$ cat src/rtl/fifo_stream_reader.sv
// fifo_stream_reader: pops words from a synchronous FIFO's combinational-read
// port and re-presents them on a registered valid/ready stream. A main
// register plus one skid register absorb the single extra pop that can occur
// after out_ready drops, so fifo_read_en never depends on out_ready.
module fifo_stream_reader #(
    parameter int BIT_WIDTH = 8,
    parameter int CNT_WIDTH = 16
) (
    input  logic                 clk,
    input  logic                 rst,
    input  logic                 flush,
    input  logic                 fifo_empty,
    input  logic [BIT_WIDTH-1:0] fifo_read_data,
    output logic                 fifo_read_en,
    output logic                 out_valid,
    output logic [BIT_WIDTH-1:0] out_data,
    input  logic                 out_ready,
    output logic [CNT_WIDTH-1:0] pop_count,
    output logic                 busy
);

    typedef enum logic [1:0] {
        EMPTY = 2'd0,
        ONE   = 2'd1,
        TWO   = 2'd2
    } state_t;

    state_t                 state_reg, state_next;
    logic                   main_valid_reg, main_valid_next;
    logic [BIT_WIDTH-1:0]   main_data_reg, main_data_next;
    logic [BIT_WIDTH-1:0]   skid_data_reg, skid_data_next;
    logic                   busy_reg;
    logic [CNT_WIDTH-1:0]   pop_count_reg;
    logic                   fire;

    // Pop whenever the FIFO has data and there is room; rst and flush block it.
    assign fifo_read_en = ~fifo_empty & (state_reg != TWO) & ~flush & ~rst;
    assign fire         = main_valid_reg & out_ready;

    assign out_valid = main_valid_reg;
    assign out_data  = main_data_reg;
    assign busy      = busy_reg;
    assign pop_count = pop_count_reg;

    // State and buffer registers; reset discards everything immediately.
    always_ff @(posedge clk or posedge rst) begin
        if (rst) begin
            state_reg      <= EMPTY;
            main_valid_reg <= 1'b0;
            main_data_reg  <= '0;
            skid_data_reg  <= '0;
            busy_reg       <= 1'b0;
        end else begin
            state_reg      <= state_next;
            main_valid_reg <= main_valid_next;
            main_data_reg  <= main_data_next;
            skid_data_reg  <= skid_data_next;
            busy_reg       <= (state_next != EMPTY);
        end
    end

    // Pop counter: one count per popping cycle, wraps naturally.
    always_ff @(posedge clk or posedge rst) begin
        if (rst) begin
            pop_count_reg <= '0;
        end else if (fifo_read_en) begin
            pop_count_reg <= pop_count_reg + CNT_WIDTH'(1);
        end
    end

    // Next-state and buffer update; main always holds the oldest word and
    // main_data is zeroed whenever main becomes invalid.
    always_comb begin
        state_next      = state_reg;
        main_valid_next = main_valid_reg;
        main_data_next  = main_data_reg;
        skid_data_next  = skid_data_reg;
        if (flush) begin
            // flush wins over fire: whatever is shown this cycle is dropped
            state_next      = EMPTY;
            main_valid_next = 1'b0;
            main_data_next  = '0;
            skid_data_next  = '0;
        end else begin
            case (state_reg)
                EMPTY: begin
                    if (fifo_read_en) begin
                        state_next      = ONE;
                        main_valid_next = 1'b1;
                        main_data_next  = fifo_read_data;
                    end
                end
                ONE: begin
                    if (fifo_read_en && fire) begin
                        main_data_next = fifo_read_data;
                    end else if (fifo_read_en) begin
                        state_next     = TWO;
                        skid_data_next = fifo_read_data;
                    end else if (fire) begin
                        state_next      = EMPTY;
                        main_valid_next = 1'b0;
                        main_data_next  = '0;
                    end
                end
                TWO: begin
                    if (fire) begin
                        state_next     = ONE;
                        main_data_next = skid_data_reg;
                        skid_data_next = '0;
                    end
                end
                default: begin
                    state_next      = EMPTY;
                    main_valid_next = 1'b0;
                    main_data_next  = '0;
                    skid_data_next  = '0;
                end
            endcase
        end
    end

endmodule

$ cat config.mk
export PLATFORM = sky130hd
export DESIGN_NAME = fifo_stream_reader
export DESIGN_NICKNAME = d
export VERILOG_FILES = /design/src/rtl/fifo_stream_reader.sv
export SDC_FILE = /design/constraint.sdc
export NUM_CORES = 1
export LEC_CHECK = 0
export CORE_MARGIN = 3
export CORE_UTILIZATION = 45
export DETAILED_ROUTE_END_ITERATION = 6
export HOLD_SLACK_MARGIN = 0.02
export PLACE_DENSITY = 0.76
export REMOVE_ABC_BUFFERS = 1
export SYNTH_ARGS = -nofsm -noshare
export SYNTH_HDL_FRONTEND = slang
export SYNTH_SLANG_ARGS = --single-unit
$ cat constraint.sdc
create_clock -name clk -period 2.8 [get_ports clk]
set_input_delay 0.56 -clock clk [delete_from_list [all_inputs] [get_ports clk]]
set_output_delay 0.56 -clock clk [all_outputs]
set_load 0.005 [all_outputs]
==> results of run 1 <==
## cells in the final DEF (no fill, tap or decap), drive strengths merged, types with 2 or more instances in the layout
| cell type | synthesis | routed |
|---|---|---|
| o21ai | 2 | 2 |
| a22o | 8 | 8 |
| nor2b | 2 | 2 |
| and4 | 2 | 2 |
| and3 | 2 | 2 |
| o2bb2ai | 6 | 6 |
| or2 | 2 | 2 |
| and2 | 2 | 2 |
| nand2b | 2 | 2 |
| nand2 | 9 | 9 |
| nor2 | 5 | 5 |
| inv | 2 | 2 |
| a22oi | 6 | 6 |
| nor4 | 3 | 3 |
| a221o | 2 | 2 |
| a21oi | 5 | 5 |
| nor3 | 4 | 4 |
| clkinv | 1 | 2 |
| dfrtp | 36 | 36 |
| xnor2 | 13 | 13 |
| clkdlybuf4s50 | 0 | 39 |
| buf | 4 | 5 |
| nand3 | 6 | 6 |
| clkbuf | 1 | 5 |
| xor2 | 3 | 3 |
| nand4 | 4 | 4 |
| nor3b | 2 | 2 |
## through the flow
step	hold WS (ns)	setup slack, ns	util [%]	instances	cell area (um2)
after floorplan	0.465	1.14	-	139	1660
after global placement	0.463	0.329	61.4	229	2150
after detailed placement	0.476	0.293	61.4	229	2150
after CTS	0.485	0.286	64.6	237	2260
after global routing	0.509	0.218	64.6	237	2260
final	0.475	0.303	64.6	237	2260
## per-layer routing
metal / track usage, % / wire length [um] / vias up
li1: - / - / 621
met1: 24.2 / 1590 / 672
met2: 28.7 / 1910 / 46
met3: 5.66 / 236 / 4
met4: 5.06 / 27 / 0
met5: 0 / 0 / -
## cells in the mapped netlist, types with 2 or more instances
library cell,instances,area share [%]
nand3_1,6,1.8
a21oi_1,5,1.5
and3_1,2,0.73
inv_1,2,0.44
and2_1,2,0.73
xnor2_1,13,6.7
a22o_1,8,4.1
dfrtp_1,36,53
and4_1,2,1.0
nor4_4,2,2.5
a22oi_1,5,2.2
nor3b_1,2,0.88
nand2_1,9,2.0
o21ai_0,2,0.59
o2bb2ai_1,6,3.1
nor2_1,5,1.1
nand4_1,4,1.5
nor3_1,2,0.59
xor2_1,3,1.5
nand2b_1,2,0.73
buf_6,3,2.0
a221o_1,2,1.2
## worst min-delay path by stage
stage / cells after the start / to / start / slack [ns]
after floorplan: 1 / skid_data_reg[0]$_DFFE_PP0P_ / skid_data_reg[0]$_DFFE_PP0P_ / 0.46
after global placement: 1 / pop_count[15]$_DFFE_PP0P_ / pop_count[15]$_DFFE_PP0P_ / 0.46
after detailed placement: 1 / pop_count[15]$_DFFE_PP0P_ / pop_count[15]$_DFFE_PP0P_ / 0.48
after CTS: 1 / pop_count[15]$_DFFE_PP0P_ / pop_count[15]$_DFFE_PP0P_ / 0.49
after global routing: 1 / pop_count[15]$_DFFE_PP0P_ / pop_count[15]$_DFFE_PP0P_ / 0.51
final: 1 / pop_count[15]$_DFFE_PP0P_ / pop_count[15]$_DFFE_PP0P_ / 0.48
## layout make-up
type	count	area, um2	area share (%)
clock buffer	5	68.8	3.05
clock inverter	3	42.5	1.88
inverter	3	11.3	0.499
multi-input combinational	100	748	33.1
sequential	36	901	39.9
tap	46	57.6	2.55
timing repair buffer	44	428	19.0
## cell families after synthesis
kind of cell	Yosys count	synth area share, %
AND/OR/NAND/NOR	46	17.9
XOR/XNOR	16	8.23
buffers and inverters	8	3.16
flip-flops	36	52.9
AO/OA/AOI/OAI	36	16.5
adder cells (fa/ha/maj)	1	0.735
multiplexers	1	0.661
## worst max-delay path, stage by stage
cell	delay (ns)
clkdlybuf4s50_1	0.46
or2_4	0.26
nor3_2	0.13
clkdlybuf4s50_1	0.52
## report_power, final
group / total (mW) / leakage, nW / switching, mW / internal, mW
Combinational: 0.251 / 0.400 / 0.103 / 0.147
Sequential: 0.627 / 0.490 / 0.0601 / 0.567
Clock: 0.444 / 0.0541 / 0.181 / 0.263
Total: 1.32 / 0.944 / 0.345 / 0.978
==> impl_metrics.tcl, run 1 <==
set metrics [dict create \
    worst-setup-path-type "primary input to output pin" \
    r2r_end "out_data[0]$_DFFE_PP0P_" \
    start_kind "primary input" \
    hold_class "flop to flop" \
    drtIter0Drc 93 \
    ys_seq_area_share_pct 52.9 \
    clock-root-buffer "clkbuf_8" \
    synth_cells 144 \
    p_total_mw 1.32 \
    hold_buffers 0 \
    fp.dieW_um 67.5 \
    htree_num_levels 2 \
    finClkSkew_ns 0.00340 \
    nFillCells 261 \
    path_clk_slew_ns 0.07 \
    n_antenna_cell 0 \
    area_delta_synth_final_pct 32.5 \
    finalWorstPathRequiredPeriod_ns 2.50 \
    cp-endpoint "fifo_read_en" \
    final-max-slew-violation-count 0 \
    slew-limit-headroom_pct 56.3 \
    grt_max_degree 37 \
    tns_ns 0 \
    final_nets 204 \
    ant_nets 0 \
    drive_gt1_share_pct 11.0 \
    viasPerCell 5.67 \
    worstPathRequired_ns 2.24 \
    gp_congestion 0.856 \
    synth_warnings 0 \
    fmax_mhz 400 \
    cts_tree "yes" \
    portBuffers 39 \
    cts_resized 0 \
    arrival_ns 1.94 \
    clock_sinks 36 \
    first_pass_iters 5 \
    synth-edff-count 0 \
    synth_top_flop_cell "dfrtp_1" \
    ys_types 43 \
    die_area_mm2 0.00456 \
    ir_drop_v 0.000336 \
    initial_utilization_pct 48.7 \
    fp.dieH_um 67.5 \
    critical_path_peak_fanout 4 \
    grt_pass1_vias 1332 \
    reg2reg_depth 4 \
    num_vias 1343 \
    ys_ff_latch 36 \
    grt_overflow 0 \
    clock_latency_ns 0.29 \
    async_flop_share_pct 100 \
    maxCapViolCount 0 \
    crit_path_end_kind "output pin" \
    setup_viol 0 \
    numCtsBuffers 5 \
    p_per_area_mw_per_mm2 586 \
    r2r-start "state_reg[0]$_DFF_PP0_" \
    leakage_nw 0.944 \
    io_pins 40 \
    core_area_mm2 0.00349 \
    grt_setup_unrepaired "no" \
    antenna_found_initial 0 \
    hold_violations 0 \
    grt_pass1_wl_mm 6.18 \
    postCtsSetupRepairBufs 0 \
    critPathLaunch "rst" \
    grt_usage_pct 18.2 \
    finalWirelength_mm 3.76 \
    row_count 21 \
    routedWlPerCell_um 15.9 \
    syn_area_mm2 0.00170 \
    largest_register_ffs 16 \
    syn_area_per_cell_um2 11.8 \
    worst-r2r-setup-slack_ns 0.99 \
    hpwl_mm 2.71 \
    worstMarginPinSlew_ns 0.652 \
    cts_buffer_depth 2 \
    drc 0 \
    period_share_pct 89.2 \
    status "completed" \
]
Note: power is estimated with default switching activity, not from simulation.
==> run 2, diff against run 1 <==
--- a/config.mk
+++ b/config.mk
@@ -5,11 +5,12 @@
 export SDC_FILE = /design/constraint.sdc
 export NUM_CORES = 1
 export LEC_CHECK = 0
+export ABC_AREA = 1
 export CORE_MARGIN = 3
 export CORE_UTILIZATION = 45
 export DETAILED_ROUTE_END_ITERATION = 6
 export HOLD_SLACK_MARGIN = 0.02
-export PLACE_DENSITY = 0.76
+export PLACE_DENSITY = 0.74
 export REMOVE_ABC_BUFFERS = 1
 export SYNTH_ARGS = -nofsm -noshare
 export SYNTH_HDL_FRONTEND = slang
==> run 2 against run 1 <==
Effect of this change:
- utilization decreased by 2.7 points
- clock skew increased by 0.0015 ns
- global-route usage increased by 0.79 points
- synthesized cell count increased by 90%
- sequential share of layout area decreased by 5.0 points
- critical path type unchanged
- critical endpoint unchanged
- highest routed layer unchanged
==> impl_metrics.tcl, run 2 <==
set metrics [dict create \
    hold_buffers 0 \
    antenna_found_initial 0 \
    ys_types 22 \
    drive_gt1_share_pct 9.32 \
    grt_overflow 0 \
    ir_drop_v 0.000250 \
    critical_path_peak_fanout 3 \
    syn_area_mm2 0.00202 \
    gp_congestion 0.847 \
    arrival_ns 2.04 \
    async_flop_share_pct 100 \
    period_share_pct 92.8 \
    numCtsBuffers 5 \
    worst-setup-path-type "primary input to output pin" \
    cts_buffer_depth 2 \
    htree_num_levels 2 \
    worstPathCellList "clkdlybuf4s50_1 > nor2_1 > nand2_1 > nor2_4 > clkdlybuf4s50_1" \
    routedWlPerCell_um 12.4 \
    clock_latency_ns 0.28 \
    cts_resized 0 \
    final_nets 336 \
    hp-start "out_data[4]$_DFFE_PP0P_" \
    synth_cells 274 \
    clock_sinks 36 \
    n_antenna_cell 0 \
    drc 0 \
    worstPathRequired_ns 2.24 \
    post-route-worst-setup-slack_ns 0.202 \
    slew-limit-headroom_pct 69.3 \
    grt_pass1_vias 1765 \
    timing.critical_path.mode_cell "clkdlybuf4s50_1" \
    r2r_end "out_data[1]$_DFFE_PP0P_" \
    synth_area_leader_cell "dfrtp_1" \
    path_clk_slew_ns 0.07 \
    synth_top_area_share_pct 44.6 \
    worst-r2r-setup-slack_ns 1.16 \
    start_kind "primary input" \
    path_buf_inv 2 \
    maxCapViolCount 0 \
    fmax_mhz 385 \
    portBuffers 39 \
    finalWirelength_mm 4.60 \
    setup_viol 0 \
    hold_class "flop to flop" \
    drtIter0Drc 102 \
    syn_area_per_cell_um2 7.37 \
    synth_most_common_cell "nand2_1" \
    r2r-start "state_reg[1]$_DFF_PP0_" \
    die_area_mm2 0.00532 \
    finalWorstPathRequiredPeriod_ns 2.60 \
    grt_setup_unrepaired "no" \
    synth.area.top_cells "dfrtp_1 45%, nand2_1 20%, inv_1 5.4%" \
    synth_warnings 0 \
    grt_usage_pct 19.0 \
    grt_max_degree 37 \
    crit_path_end_kind "output pin" \
    grt_pass1_wl_mm 7.90 \
    nFillCells 368 \
    hold_violations 0 \
    num_vias 1845 \
    ant_nets 0 \
    io_pins 40 \
    preCtsSetupSlack_ns 0.216 \
    ys_ff_latch 36 \
    viasPerCell 4.96 \
    synth_top_flop_cell "dfrtp_1" \
    fp.dieH_um 73.0 \
    cts_tree "yes" \
    cpPeakStageDelay_ns 0.50 \
    core_area_mm2 0.00417 \
    synthTopCellsByCount "106 x nand2_1, 36 x dfrtp_1, 29 x inv_1" \
    synth-edff-count 0 \
    largest_register_ffs 16 \
    worstHoldEndpoint "out_data[4]$_DFFE_PP0P_" \
    leakage_nw 1.31 \
    hpwl_mm 3.32 \
    status "completed" \
    clock-root-buffer "clkbuf_8" \
    p_per_area_mw_per_mm2 515 \
    postCtsSetupRepairBufs 0 \
    area_delta_synth_final_pct 28.0 \
    first_pass_iters 4 \
    final-max-slew-violation-count 0 \
    reg2reg_depth 8 \
    layout_commonest_cell "nand2_1" \
    worstMarginPinSlew_ns 0.460 \
    row_count 23 \
    cp_slowest_cell "clkdlybuf4s50_1" \
    initial_utilization_pct 48.4 \
    cp_top_family "buffers and inverters" \
    tns_ns 0 \
    finClkSkew_ns 0.00491 \
    mostFrequentLayoutCells "106 x nand2_1, 39 x clkdlybuf4s50_1, 36 x dfrtp_1" \
    critPathLaunch "flush" \
    ys_seq_area_share_pct 44.6 \
    fp.dieW_um 73.0 \
    hold_depth 2 \
]
## run 2: layout make-up
class | instances | area, um2 | share of cell area, %
timing repair buffer | 44 | 428 | 16.6
tap | 50 | 62.6 | 2.42
inverter | 32 | 123 | 4.75
multi-input combinational | 203 | 973 | 37.7
sequential | 36 | 901 | 34.9
clock buffer | 7 | 96.3 | 3.73
## run 2: cells by family (layout without fill, tap and decap cells)
group	Yosys count	in the layout	share of synthesized area (%)
and+or+nand+nor	171	171	37.9
xor gates and xnor gates	11	11	4.77
AOI/OAI and AO/OA	20	20	4.96
DFF	36	36	44.6
adders and majority gates	1	1	0.620
buffers and inverters	35	83	7.13
## run 2: report_power, final
| group | internal [mW] | switching (mW) |
|---|---|---|
| combinational | 0.157 | 0.142 |
| clock | 0.219 | 0.183 |
| sequential | 0.575 | 0.0550 |
## run 2: metal layers
metal	vias to the layer above	routed length, um	share of wire [%]	global-route usage [%]
met3	5	279	6.1	3.72
met4	0	44	0.96	6.35
met1	844	2010	44	23.5
li1	937	-	-	-
met2	59	2260	49	33.1
met5	-	0	0	0
## run 2: worst max-delay path by stage
stage                              end  slack (ns)  cells past startpoint
3_3_place_gp              fifo_read_en        0.26                      5
5_1_grt                   fifo_read_en        0.14                      5
4_1_cts                   fifo_read_en        0.21                      5
6_report                  fifo_read_en        0.20                      5
3_5_place_dp              fifo_read_en        0.22                      5
2_1_floorplan  out_data[0]$_DFFE_PP0P_        0.39                      7
## run 2: tightest hold or removal path, cell delays in order, from the launching register on
cell	delay [ns]
dfrtp_1	0.35
nand2_1	0.06
nand2_1	0.05
## run 2: stage by stage
stage / cells / hold slack (ns) / area, um2 / total power, mW / utilization, %
2_1_floorplan: 271 / 0.466 / 2000 / 0.773 / -
3_3_place_gp: 365 / 0.467 / 2490 / 0.934 / 59.6
3_5_place_dp: 365 / 0.469 / 2490 / 0.939 / 59.6
4_1_cts: 372 / 0.488 / 2580 / 1.34 / 61.9
5_1_grt: 372 / 0.511 / 2580 / 1.40 / 61.9
6_report: 372 / 0.485 / 2580 / 1.33 / 61.9
